`config.mk`:
```
export PLATFORM = sky130hd
export DESIGN_NAME = bcd_display_scheduler
export DESIGN_NICKNAME = d
export VERILOG_FILES = /design/src/rtl/bcd_display_scheduler_pkg.sv /design/src/rtl/BCDEncoder.sv /design/src/rtl/bcd_display_scheduler_seg7_decode.sv /design/src/rtl/bcd_display_scheduler.sv
export SDC_FILE = /design/constraint.sdc
export NUM_CORES = 1
export LEC_CHECK = 0
export CAP_MARGIN = 15
export CORE_ASPECT_RATIO = 1.25
export CORE_MARGIN = 2
export CORE_UTILIZATION = 55
export CTS_BUF_LIST = sky130_fd_sc_hd__clkbuf_8
export CTS_CLUSTER_DIAMETER = 100
export DETAILED_ROUTE_END_ITERATION = 8
export PLACE_DENSITY = 0.77
export SLEW_MARGIN = 20
export SYNTH_ARGS = -nofsm -noshare
export SYNTH_HDL_FRONTEND = slang
export SYNTH_SLANG_ARGS = --single-unit
```
`constraint.sdc`:
```
create_clock -name clk -period 7.2 [get_ports clk]
set_clock_uncertainty 0.15 [all_clocks]
set_input_delay 2.16 -clock clk [delete_from_list [all_inputs] [get_ports clk]]
set_output_delay 2.16 -clock clk [all_outputs]
set_load 0.02 [all_outputs]
```
`src/rtl/bcd_display_scheduler_pkg.sv`:
```
// ---------------------------------------------------------------------------
// bcd_display_scheduler_pkg
// Shared constants and types for the BCD display scheduler:
//   BIN_W / BCD_W  : encoder input and output widths
//   MAX_SRC        : upper bound on the number of value producers
//   SEG_*          : active-low {g,f,e,d,c,b,a} patterns for digits 0-9
//   slot_arr_t     : per-source BCD result storage
//   onehot_to_idx  : converts a one-hot grant vector to its index
// ---------------------------------------------------------------------------
package bcd_display_scheduler_pkg;

  localparam int BIN_W   = 12;
  localparam int BCD_W   = 16;
  localparam int MAX_SRC = 4;

  localparam logic [6:0] SEG_BLANK = 7'h7F;
  localparam logic [6:0] SEG_0     = 7'h40;
  localparam logic [6:0] SEG_1     = 7'h79;
  localparam logic [6:0] SEG_2     = 7'h24;
  localparam logic [6:0] SEG_3     = 7'h30;
  localparam logic [6:0] SEG_4     = 7'h19;
  localparam logic [6:0] SEG_5     = 7'h12;
  localparam logic [6:0] SEG_6     = 7'h02;
  localparam logic [6:0] SEG_7     = 7'h78;
  localparam logic [6:0] SEG_8     = 7'h00;
  localparam logic [6:0] SEG_9     = 7'h10;

  typedef logic [BCD_W-1:0] slot_arr_t [MAX_SRC];

  function automatic logic [1:0] onehot_to_idx(input logic [MAX_SRC-1:0] oh);
    logic [1:0] idx;
    case (oh)
      4'b0001: idx = 2'd0;
      4'b0010: idx = 2'd1;
      4'b0100: idx = 2'd2;
      4'b1000: idx = 2'd3;
      default: idx = 2'd0;
    endcase
    return idx;
  endfunction

endpackage

```
`src/rtl/BCDEncoder.sv`:
```
// ---------------------------------------------------------------------------
// BCDEncoder
// Combinational 12-bit binary to 4-digit BCD converter (shift-and-add-3).
// Ports:
//   i_bin  in  12  binary value 0..4095
//   o_bcd  out 16  packed BCD digits {thousands, hundreds, tens, ones}
// ---------------------------------------------------------------------------
module BCDEncoder
  import bcd_display_scheduler_pkg::*;
(
  input  logic [BIN_W-1:0] i_bin,
  output logic [BCD_W-1:0] o_bcd
);

  logic [BCD_W+BIN_W-1:0] w_acc;

  // Double-dabble: before each shift, any BCD nibble above 4 gets +3.
  always_comb begin
    w_acc = {16'd0, i_bin};
    for (int i = 0; i < BIN_W; i++) begin
      for (int j = 0; j < 4; j++) begin
        w_acc[BIN_W+4*j +: 4] = (w_acc[BIN_W+4*j +: 4] > 4'd4) ?
                                (w_acc[BIN_W+4*j +: 4] + 4'd3) :
                                w_acc[BIN_W+4*j +: 4];
      end
      w_acc = {w_acc[BCD_W+BIN_W-2:0], 1'b0};
    end
    o_bcd = w_acc[BCD_W+BIN_W-1:BIN_W];
  end

endmodule

```
`src/rtl/bcd_display_scheduler_seg7_decode.sv`:
```
// ---------------------------------------------------------------------------
// seg7_decode
// One BCD digit to active-low seven-segment pattern {g,f,e,d,c,b,a}.
// Ports:
//   i_digit  in  4  BCD digit; codes A-F are not expected and show blank
//   o_seg    out 7  active-low segment pattern
// ---------------------------------------------------------------------------
module seg7_decode
  import bcd_display_scheduler_pkg::*;
(
  input  logic [3:0] i_digit,
  output logic [6:0] o_seg
);

  // Digit lookup.
  always_comb begin
    case (i_digit)
      4'd0:    o_seg = SEG_0;
      4'd1:    o_seg = SEG_1;
      4'd2:    o_seg = SEG_2;
      4'd3:    o_seg = SEG_3;
      4'd4:    o_seg = SEG_4;
      4'd5:    o_seg = SEG_5;
      4'd6:    o_seg = SEG_6;
      4'd7:    o_seg = SEG_7;
      4'd8:    o_seg = SEG_8;
      4'd9:    o_seg = SEG_9;
      default: o_seg = SEG_BLANK;
    endcase
  end

endmodule

```
`src/rtl/bcd_display_scheduler.sv`:
```
// ---------------------------------------------------------------------------
// bcd_display_scheduler
// Round-robin shares one BCDEncoder among NUM_SRC producers, stores each
// result in a per-source BCD slot and rotates one slot onto four 7-seg digits.
// Optional feature macro: LEADING_ZERO_BLANK_EN (blank leading zero digits).
// Ports:
//   clk, rst_n         clock, asynchronous active-low reset
//   req[NUM_SRC]       level requests, held until ack
//   value_in           source i value at bits [12i+11:12i]
//   ack[NUM_SRC]       registered one-hot grant pulse
//   hold / next        freeze rotation / advance to next source
//   sel_src            index of the displayed source
//   hex0..hex3         registered active-low digits, hex0 = ones
// ---------------------------------------------------------------------------
module bcd_display_scheduler
  import bcd_display_scheduler_pkg::*;
#(
  parameter int NUM_SRC = 4,
  parameter int DWELL   = 50_000_000
) (
  input  logic                     clk,
  input  logic                     rst_n,
  input  logic [NUM_SRC-1:0]       req,
  input  logic [BIN_W*NUM_SRC-1:0] value_in,
  output logic [NUM_SRC-1:0]       ack,
  input  logic                     hold,
  input  logic                     next,
  output logic [1:0]               sel_src,
  output logic [6:0]               hex0,
  output logic [6:0]               hex1,
  output logic [6:0]               hex2,
  output logic [6:0]               hex3
);

  localparam int CNT_W = $clog2(DWELL);

  // Arbiter state and stage-1 conversion register
  logic [MAX_SRC-1:0] r_ack;
  logic [1:0]         r_ptr;
  logic [BIN_W-1:0]   r_conv_val;
  logic [1:0]         r_conv_idx;
  logic               r_conv_v;
  slot_arr_t          r_slot;
  logic [CNT_W-1:0]   r_cnt;
  logic [1:0]         r_sel;
  logic [6:0]         r_hex0, r_hex1, r_hex2, r_hex3;

  logic [MAX_SRC-1:0] w_req4, w_req_eff, w_grant;
  logic [1:0]         w_gidx, w_ptr_nxt, w_j, w_sel_inc;
  logic [2:0]         w_sum;
  logic               w_hit, w_any, w_term;
  logic [BIN_W-1:0]   w_val_sel;
  logic [BCD_W-1:0]   w_bcd, w_disp;
  logic [6:0]         w_seg0, w_seg1, w_seg2, w_seg3;
  logic               w_blank1, w_blank2, w_blank3;

  // Round-robin grant search starting at the pointer. A source whose ack is
  // currently high is masked so a level request held through its ack cycle
  // is not granted twice in a row.
  always_comb begin
    w_req4 = 4'd0;
    w_req4[NUM_SRC-1:0] = req;
    w_req_eff = w_req4 & ~r_ack;
    w_grant   = 4'd0;
    w_gidx    = 2'd0;
    w_any     = 1'b0;
    w_sum     = 3'd0;
    w_j       = 2'd0;
    w_hit     = 1'b0;
    // Walk from the farthest offset to the nearest so the nearest hit wins.
    for (int k = NUM_SRC - 1; k >= 0; k--) begin
      w_sum   = {1'b0, r_ptr} + 3'(k);
      w_j     = (w_sum >= 3'(NUM_SRC)) ? 2'(w_sum - 3'(NUM_SRC)) : w_sum[1:0];
      w_hit   = w_req_eff[w_j];
      w_grant = w_hit ? (4'd1 << w_j) : w_grant;
      w_gidx  = w_hit ? w_j : w_gidx;
      w_any   = w_any | w_hit;
    end
    w_ptr_nxt = (w_gidx == 2'(NUM_SRC - 1)) ? 2'd0 : (w_gidx + 2'd1);
  end

  // Value of the source being acked this cycle.
  always_comb begin
    w_val_sel = 12'd0;
    for (int k = 0; k < NUM_SRC; k++) begin
      w_val_sel = r_ack[k] ? value_in[k*BIN_W +: BIN_W] : w_val_sel;
    end
  end

  // Arbiter pointer, registered ack and stage-1 capture on the ack cycle.
  always_ff @(posedge clk or negedge rst_n) begin
    if (!rst_n) begin
      r_ack      <= 4'd0;
      r_ptr      <= 2'd0;
      r_conv_val <= 12'd0;
      r_conv_idx <= 2'd0;
      r_conv_v   <= 1'b0;
    end else begin
      r_ack    <= w_grant;
      r_conv_v <= |r_ack;
      if (w_any) begin
        r_ptr <= w_ptr_nxt;
      end
      if (|r_ack) begin
        r_conv_val <= w_val_sel;
        r_conv_idx <= onehot_to_idx(r_ack);
      end
    end
  end

  BCDEncoder u_enc (
    .i_bin (r_conv_val),
    .o_bcd (w_bcd)
  );

  // Per-source BCD result slots.
  always_ff @(posedge clk or negedge rst_n) begin
    if (!rst_n) begin
      for (int k = 0; k < MAX_SRC; k++) begin
        r_slot[k] <= 16'd0;
      end
    end else if (r_conv_v) begin
      r_slot[r_conv_idx] <= w_bcd;
    end
  end

  assign w_term    = (r_cnt == CNT_W'(DWELL - 1));
  assign w_sel_inc = (r_sel == 2'(NUM_SRC - 1)) ? 2'd0 : (r_sel + 2'd1);

  // Dwell timer and displayed-source select; next overrides hold and a
  // coincident terminal count still advances by only one.
  always_ff @(posedge clk or negedge rst_n) begin
    if (!rst_n) begin
      r_cnt <= '0;
      r_sel <= 2'd0;
    end else if (next) begin
      r_cnt <= '0;
      r_sel <= w_sel_inc;
    end else if (!hold) begin
      if (w_term) begin
        r_cnt <= '0;
        r_sel <= w_sel_inc;
      end else begin
        r_cnt <= r_cnt + CNT_W'(1);
      end
    end
  end

  assign w_disp = r_slot[r_sel];

  seg7_decode u_seg0 (.i_digit(w_disp[3:0]),   .o_seg(w_seg0));
  seg7_decode u_seg1 (.i_digit(w_disp[7:4]),   .o_seg(w_seg1));
  seg7_decode u_seg2 (.i_digit(w_disp[11:8]),  .o_seg(w_seg2));
  seg7_decode u_seg3 (.i_digit(w_disp[15:12]), .o_seg(w_seg3));

  // Leading-zero blanking; the ones digit is never blanked.
  always_comb begin
`ifdef LEADING_ZERO_BLANK_EN
    w_blank3 = (w_disp[15:12] == 4'd0);
    w_blank2 = w_blank3 && (w_disp[11:8] == 4'd0);
    w_blank1 = w_blank2 && (w_disp[7:4] == 4'd0);
`else
    w_blank3 = 1'b0;
    w_blank2 = 1'b0;
    w_blank1 = 1'b0;
`endif
  end

  // Registered digit outputs, all four update on the same edge.
  always_ff @(posedge clk or negedge rst_n) begin
    if (!rst_n) begin
      r_hex0 <= SEG_BLANK;
      r_hex1 <= SEG_BLANK;
      r_hex2 <= SEG_BLANK;
      r_hex3 <= SEG_BLANK;
    end else begin
      r_hex0 <= w_seg0;
      r_hex1 <= w_blank1 ? SEG_BLANK : w_seg1;
      r_hex2 <= w_blank2 ? SEG_BLANK : w_seg2;
      r_hex3 <= w_blank3 ? SEG_BLANK : w_seg3;
    end
  end

  assign ack     = r_ack[NUM_SRC-1:0];
  assign sel_src = r_sel;
  assign hex0    = r_hex0;
  assign hex1    = r_hex1;
  assign hex2    = r_hex2;
  assign hex3    = r_hex3;

endmodule
```
==> results of run 1 <==
==> metal layers <==
metal | wire [microns] | share of wire | track usage | vias up
met1 | 8461 | 0.43 | 0.2758 | 3661
met3 | 615 | 0.031 | 0.04012 | 21
met4 | 260 | 0.013 | 0.07381 | 0
met2 | 10400 | 0.53 | 0.4167 | 139
li1 | - | - | - | 3801
met5 | 0 | 0 | 0 | -
==> kinds of logic (layout without fill, tap and decap cells) <==
group / after synthesis / after routing / synth area share
AND/OR/NAND/NOR: 349 / 349 / 0.1798
flip-flops: 137 / 137 / 0.3826
adder cells (fa/ha/maj): 45 / 45 / 0.06221
AO/OA/AOI/OAI: 295 / 295 / 0.2125
multiplexers: 60 / 60 / 0.08529
XOR/XNOR: 33 / 33 / 0.03525
buffers and inverters: 96 / 179 / 0.04230
==> registers in the layout (all words and copies together) (netlist names), 4 cells and up <==
signal	flops
hex3	7
r_cnt	26
r_conv_val	12
hex0	7
hex2	7
r_slot	60
hex1	7
ack	4
==> through the flow <==
stage / util / TNS, ps / instance area (sq um) / worst slack [ps]
CTS: 0.6508 / 0 / 10500 / 73.79
floorplan: - / 0 / 9051 / 690.7
global route: 0.6559 / -194.0 / 10580 / -95.86
detailed placement: 0.6264 / 0 / 10110 / 130.8
finish: 0.6559 / 0 / 10580 / 480.0
global placement: 0.6264 / 0 / 10110 / 434.1
==> final cells by class <==
type	instances	area, sq um
multi-input combinational	782	5278
timing repair buffer	107	1027
tap	216	270.3
inverter	40	150.1
sequential	137	3465
clock buffer	17	234.0
fill	1377	5552
clock inverter	15	160.2
==> what timing repair did <==
item,in CTS,in global routing
gates resized for setup,0,14
hold buffers,0,0
endpoints found under the setup margin,0,48
setup buffers,0,2
==> cell usage in the layout, fill, tap and decap left out, types with 25 or more instances in the layout <==
cell type        synthesis  layout
ha_1                    45      43
a21oi_1                 53      52
mux2i_1                 27      26
dfstp_2                 28      28
clkdlybuf4s50_1          0      88
nor2_1                  91      91
a22oi_1                 32      32
inv_1                   40      42
dfrtp_1                109     108
o21ai_0                 87      87
o21ai_1                 25      25
nand2_1                123     123
==> worst paths after layout <==
| check | end | slack (ps) |
|---|---|---|
| min in group asynchronous | r_slot[59]$_DFFE_PN0P_ | 1610 |
| min | r_slot[48]$_DFFE_PN0P_ | 330 |
| max in group asynchronous | r_conv_idx[1]$_DFFE_PN0P_ | 4130 |
| min reg2reg | r_slot[48]$_DFFE_PN0P_ | 330 |
| max | r_slot[10]$_DFFE_PN0P_ | 480 |
| max reg2reg | r_slot[10]$_DFFE_PN0P_ | 480 |
==> critical path: cells and delay by family (launching register included) <==
family          cells  cell delay [ps]
mux                 2              760
simple gates        6             1390
xor+xnor            1              290
buf+inv             4              490
fa+ha+maj           5             1120
flops               1              490
compound gates     10             1890
==> results.yml, run 1 <==
clock_network:
  cts-root-buf: "clkbuf_8"
  cts_buffer_depth: 2
  htree_levels: 4
  cts_sinks: 137
  cts_tree: "built"
  clkTransAtPathRegs_ps: 80
  insertion_delay_ps: 450
  cts_made_buffers: 17
logic_synthesis:
  ys_async_sr_fraction: 1.000
  ys_seq_area_frac: 0.3826
  synth_cell_types: 89
  ys_seq_elements: 137
  synthTopCellsByArea: "dfrtp_1, dfstp_2, ha_1"
  synth_edf_count: 0
  synth_cells: 1015
  synthesis.nets: 1116
  synth_flop_cell: "dfrtp_1"
  netlist_area_sq_um: 9051
  syn_area_per_cell_sq_um: 8.917
  yosysTopAreaCellShare: 0.3014
  synth_common_cells: "nand2_1, dfrtp_1, nor2_1, o21ai_0, a21oi_1"
  ys.warnings.count: 0
  yosysTopAreaCell: "dfrtp_1"
  synth_most_common_cell: "nand2_1"
sta:
  hold_slack_ps: 325.0
  maxClockFrequency_mhz: 148.8
  post-route-period-util: 0.9333
  hold_viol: 0
  slew_violations: 0
  setup_viol: 0
  finalCriticalPeriod_ps: 6720
  max_slew_margin: 0.3046
  tightest_slew_ps: 1040
worst_setup_path:
  reg2reg_from: "r_conv_val[9]$_DFFE_PN0P_"
  cp-end-kind: "flop"
  crit_fanout: 14
  critPathLaunchType: "flop"
  reg2reg_depth: 28
  crit_start: "r_conv_val[9]$_DFFE_PN0P_"
  crit_type: "reg2reg"
  crit_path_top_delay_cell: "or4_1"
  arrival_ps: 6910
  crit_required_ps: 7390
  slowest_delay_ps: 520
final_layout:
  nets: 1186
  finalNonFillerCells: 1314
  area_delta_synth_final_pct: 16.93
  diodes: 0
  drive_gt1_frac: 0.1384
outcome:
  status: "complete, no violations"
global_routing:
  first_global_vias: 7270
  antenna_found_initial: 0
  grt_pass1_wl_microns: 33310
  grt_start_max_net_pins: 87
  gr-total-overflow: 0
  grt.total_usage: 0.2296
routing:
  num_vias: 7622
  firstDrtPassIters: 5
  vias_per_cell: 5.801
  drc: 0
  drt_iter0_drc: 320
  routedWlPerCell_microns: 15.02
  drt-total-wl_microns: 19730
  ant_nets: 0
flow_run:
  maxCapViolations: 0
placed_design:
  dp_hpwl_microns: 13980
  port_buffers: 89
  place.gp.congestion: 0.8706
  dp_cells: 1280
floorplan:
  die-height_microns: 147.4
  coreArea_sq_um: 16140
  ios: 90
  num_rows: 52
  start_util: 0.5609
  die_width_microns: 118.7
  die_area_sq_um: 17510
min_path:
  hold_depth: 2
  hp-start: "r_slot[48]$_DFFE_PN0P_"
  worstHoldPathType: "reg2reg"
Power of run 1 is left out: the tool's default activity adds up to more than one toggle a clock period on the data nets, which glitch-free logic cannot reach.
==> run 2, diff against run 1 <==
--- a/config.mk
+++ b/config.mk
@@ -13,6 +13,7 @@
 export CTS_CLUSTER_DIAMETER = 100
 export DETAILED_ROUTE_END_ITERATION = 8
 export PLACE_DENSITY = 0.77
+export SETUP_SLACK_MARGIN = 0.5
 export SLEW_MARGIN = 20
 export SYNTH_ARGS = -nofsm -noshare
 export SYNTH_HDL_FRONTEND = slang
==> run 2 against run 1 <==
Fmax rose by 4.7%. Via count increased by 0.85%. First-iteration DRC count increased by 29%. Count of clock-buffer cells in the layout unchanged. Global-route usage grew 0.089 points. Final area is 1.3% higher. Flip-flop and latch count unchanged. Sequential share of layout area is 0.41 points lower. Non-clock buffer count up 6.
==> results.yml, run 2 (same netlist as run 1, synthesis figures left out) <==
outcome:
  status: "complete, no violations"
final_layout:
  multiInputGateArea_sq_um: 5365
  area_delta_synth_final_pct: 18.40
  fin_util: 0.6642
  largestRegisters: "r_slot: 60 flops, r_cnt: 26 flops, r_conv_val: 12 flops"
  nets: 1192
  fillers: 1357
  design_area_sq_um: 10720
  regMostFlops: "r_slot"
  mostFrequentLayoutCell: "nand2_1"
  diodes: 0
  final_cell_mix: "nand2_1, dfrtp_1, nor2_1"
  drive_gt1_frac: 0.1567
  largest_register_ffs: 60
  regArea_sq_um: 3465
sta:
  finalCriticalPeriod_ps: 6419
  tightest_slew_ps: 1058
  slew_violations: 0
  rsz0062_at_grt: "true"
  finalSetupTns_ps: 0
  setup_viol: 0
  max_slew_margin: 0.2927
  post-route-period-util: 0.8915
  maxClockFrequency_mhz: 155.8
  hold_viol: 0
global_routing:
  first_global_vias: 7306
  gr-total-overflow: 0
  grt_start_max_net_pins: 87
  grt.total_usage: 0.2305
  antenna_found_initial: 0
  grt_pass1_wl_microns: 33450
clock_network:
  htree_levels: 4
  cts_made_buffers: 17
  cts_sinks: 137
  clkTransAtPathRegs_ps: 80
  insertion_delay_ps: 450
  holdBufCountCts: 0
  cts_tree: "built"
  cts-root-buf: "clkbuf_8"
  cts_buffer_depth: 2
worst_setup_path:
  slowest_delay_ps: 400
  reg2reg_depth: 29
  crit_start: "r_conv_val[10]$_DFFE_PN0P_"
  rrSetupSlack_ps: 780
  critPathLaunchType: "flop"
  cp-endpoint: "r_slot[10]$_DFFE_PN0P_"
  regToRegEndpoint: "r_slot[10]$_DFFE_PN0P_"
  crit_type: "reg2reg"
  crit_path_top_delay_cell: "dfrtp_1"
  crit_top_cell: "nor2_1"
  reg2reg_from: "r_conv_val[10]$_DFFE_PN0P_"
  cp-end-kind: "flop"
  arrival_ps: 6620
  crit_required_ps: 7400
  crit_fanout: 8
floorplan:
  num_rows: 52
  die_area_sq_um: 17510
  coreArea_sq_um: 16140
  die-height_microns: 147.4
  die_width_microns: 118.7
  ios: 90
  start_util: 0.5609
routing:
  vias_per_cell: 5.823
  ant_nets: 0
  num_vias: 7687
  routedWlPerCell_microns: 15.16
  drc: 0
  firstDrtPassIters: 5
  drt_iter0_drc: 412
  drt-total-wl_microns: 20010
flow_run:
  maxCapViolations: 0
placed_design:
  dp_hpwl_microns: 13980
  place.gp.congestion: 0.8706
  port_buffers: 89
  place_area_sq_um: 10110
min_path:
  worstHoldPathType: "reg2reg"
-- run 2: timing repair --
action                                  in CTS  in global routing
gates resized for setup                      9                 30
gates cloned                                 0                  0
endpoints found under the setup margin      48                 48
pin swaps                                    0                  8
buffers inserted                             1                  7
-- run 2: cell type report --
| type | count | share of cell area |
|---|---|---|
| repair buffers | 113 | 0.1001 |
| well taps | 216 | 0.02522 |
| flip-flops and latches | 137 | 0.3233 |
| clock inverters | 15 | 0.01494 |
| multi-input cells | 782 | 0.5006 |
| inverters | 40 | 0.01401 |
| clock buffers | 17 | 0.02183 |
-- run 2: layer usage --
layer	wire length (microns)	up-vias	track usage
met4	313	0	0.07500
met2	10540	178	0.4195
met3	681	25	0.04012
met1	8479	3665	0.2754
met5	0	-	0
li1	-	3819	-
-- run 2: how the worst min path moves through the flow --
stage	slack (ps)	end	start	depth (start not counted)
finish	320	r_slot[48]$_DFFE_PN0P_	r_slot[48]$_DFFE_PN0P_	2
global route	360	r_slot[42]$_DFFE_PN0P_	r_slot[42]$_DFFE_PN0P_	2
CTS	330	r_slot[48]$_DFFE_PN0P_	r_slot[48]$_DFFE_PN0P_	2
detailed placement	310	r_slot[48]$_DFFE_PN0P_	r_slot[48]$_DFFE_PN0P_	2
global placement	310	r_slot[52]$_DFFE_PN0P_	r_slot[52]$_DFFE_PN0P_	2
floorplan	290	r_slot[16]$_DFFE_PN0P_	r_slot[16]$_DFFE_PN0P_	2
-- run 2: through the flow --
stage | std cells | hold WS [ps] | worst slack, ps
finish | 1320 | 324.9 | 780.8
global route | 1320 | 359.6 | 394.8
floorplan | 1015 | 290.4 | 690.7
detailed placement | 1280 | 312.3 | 130.8
global placement | 1280 | 306.0 | 434.1
CTS | 1313 | 330.1 | 533.5
-- run 2: critical path, delay by kind of cell (launching register included) --
family | cells | cell delay [ps]
AOI/OAI and AO/OA | 9 | 1990
and+or+nand+nor | 9 | 1540
adders and majority gates | 6 | 1260
muxes | 3 | 800
DFF | 1 | 400
buffers and inverters | 2 | 170
Power of run 2 is left out for the same reason.
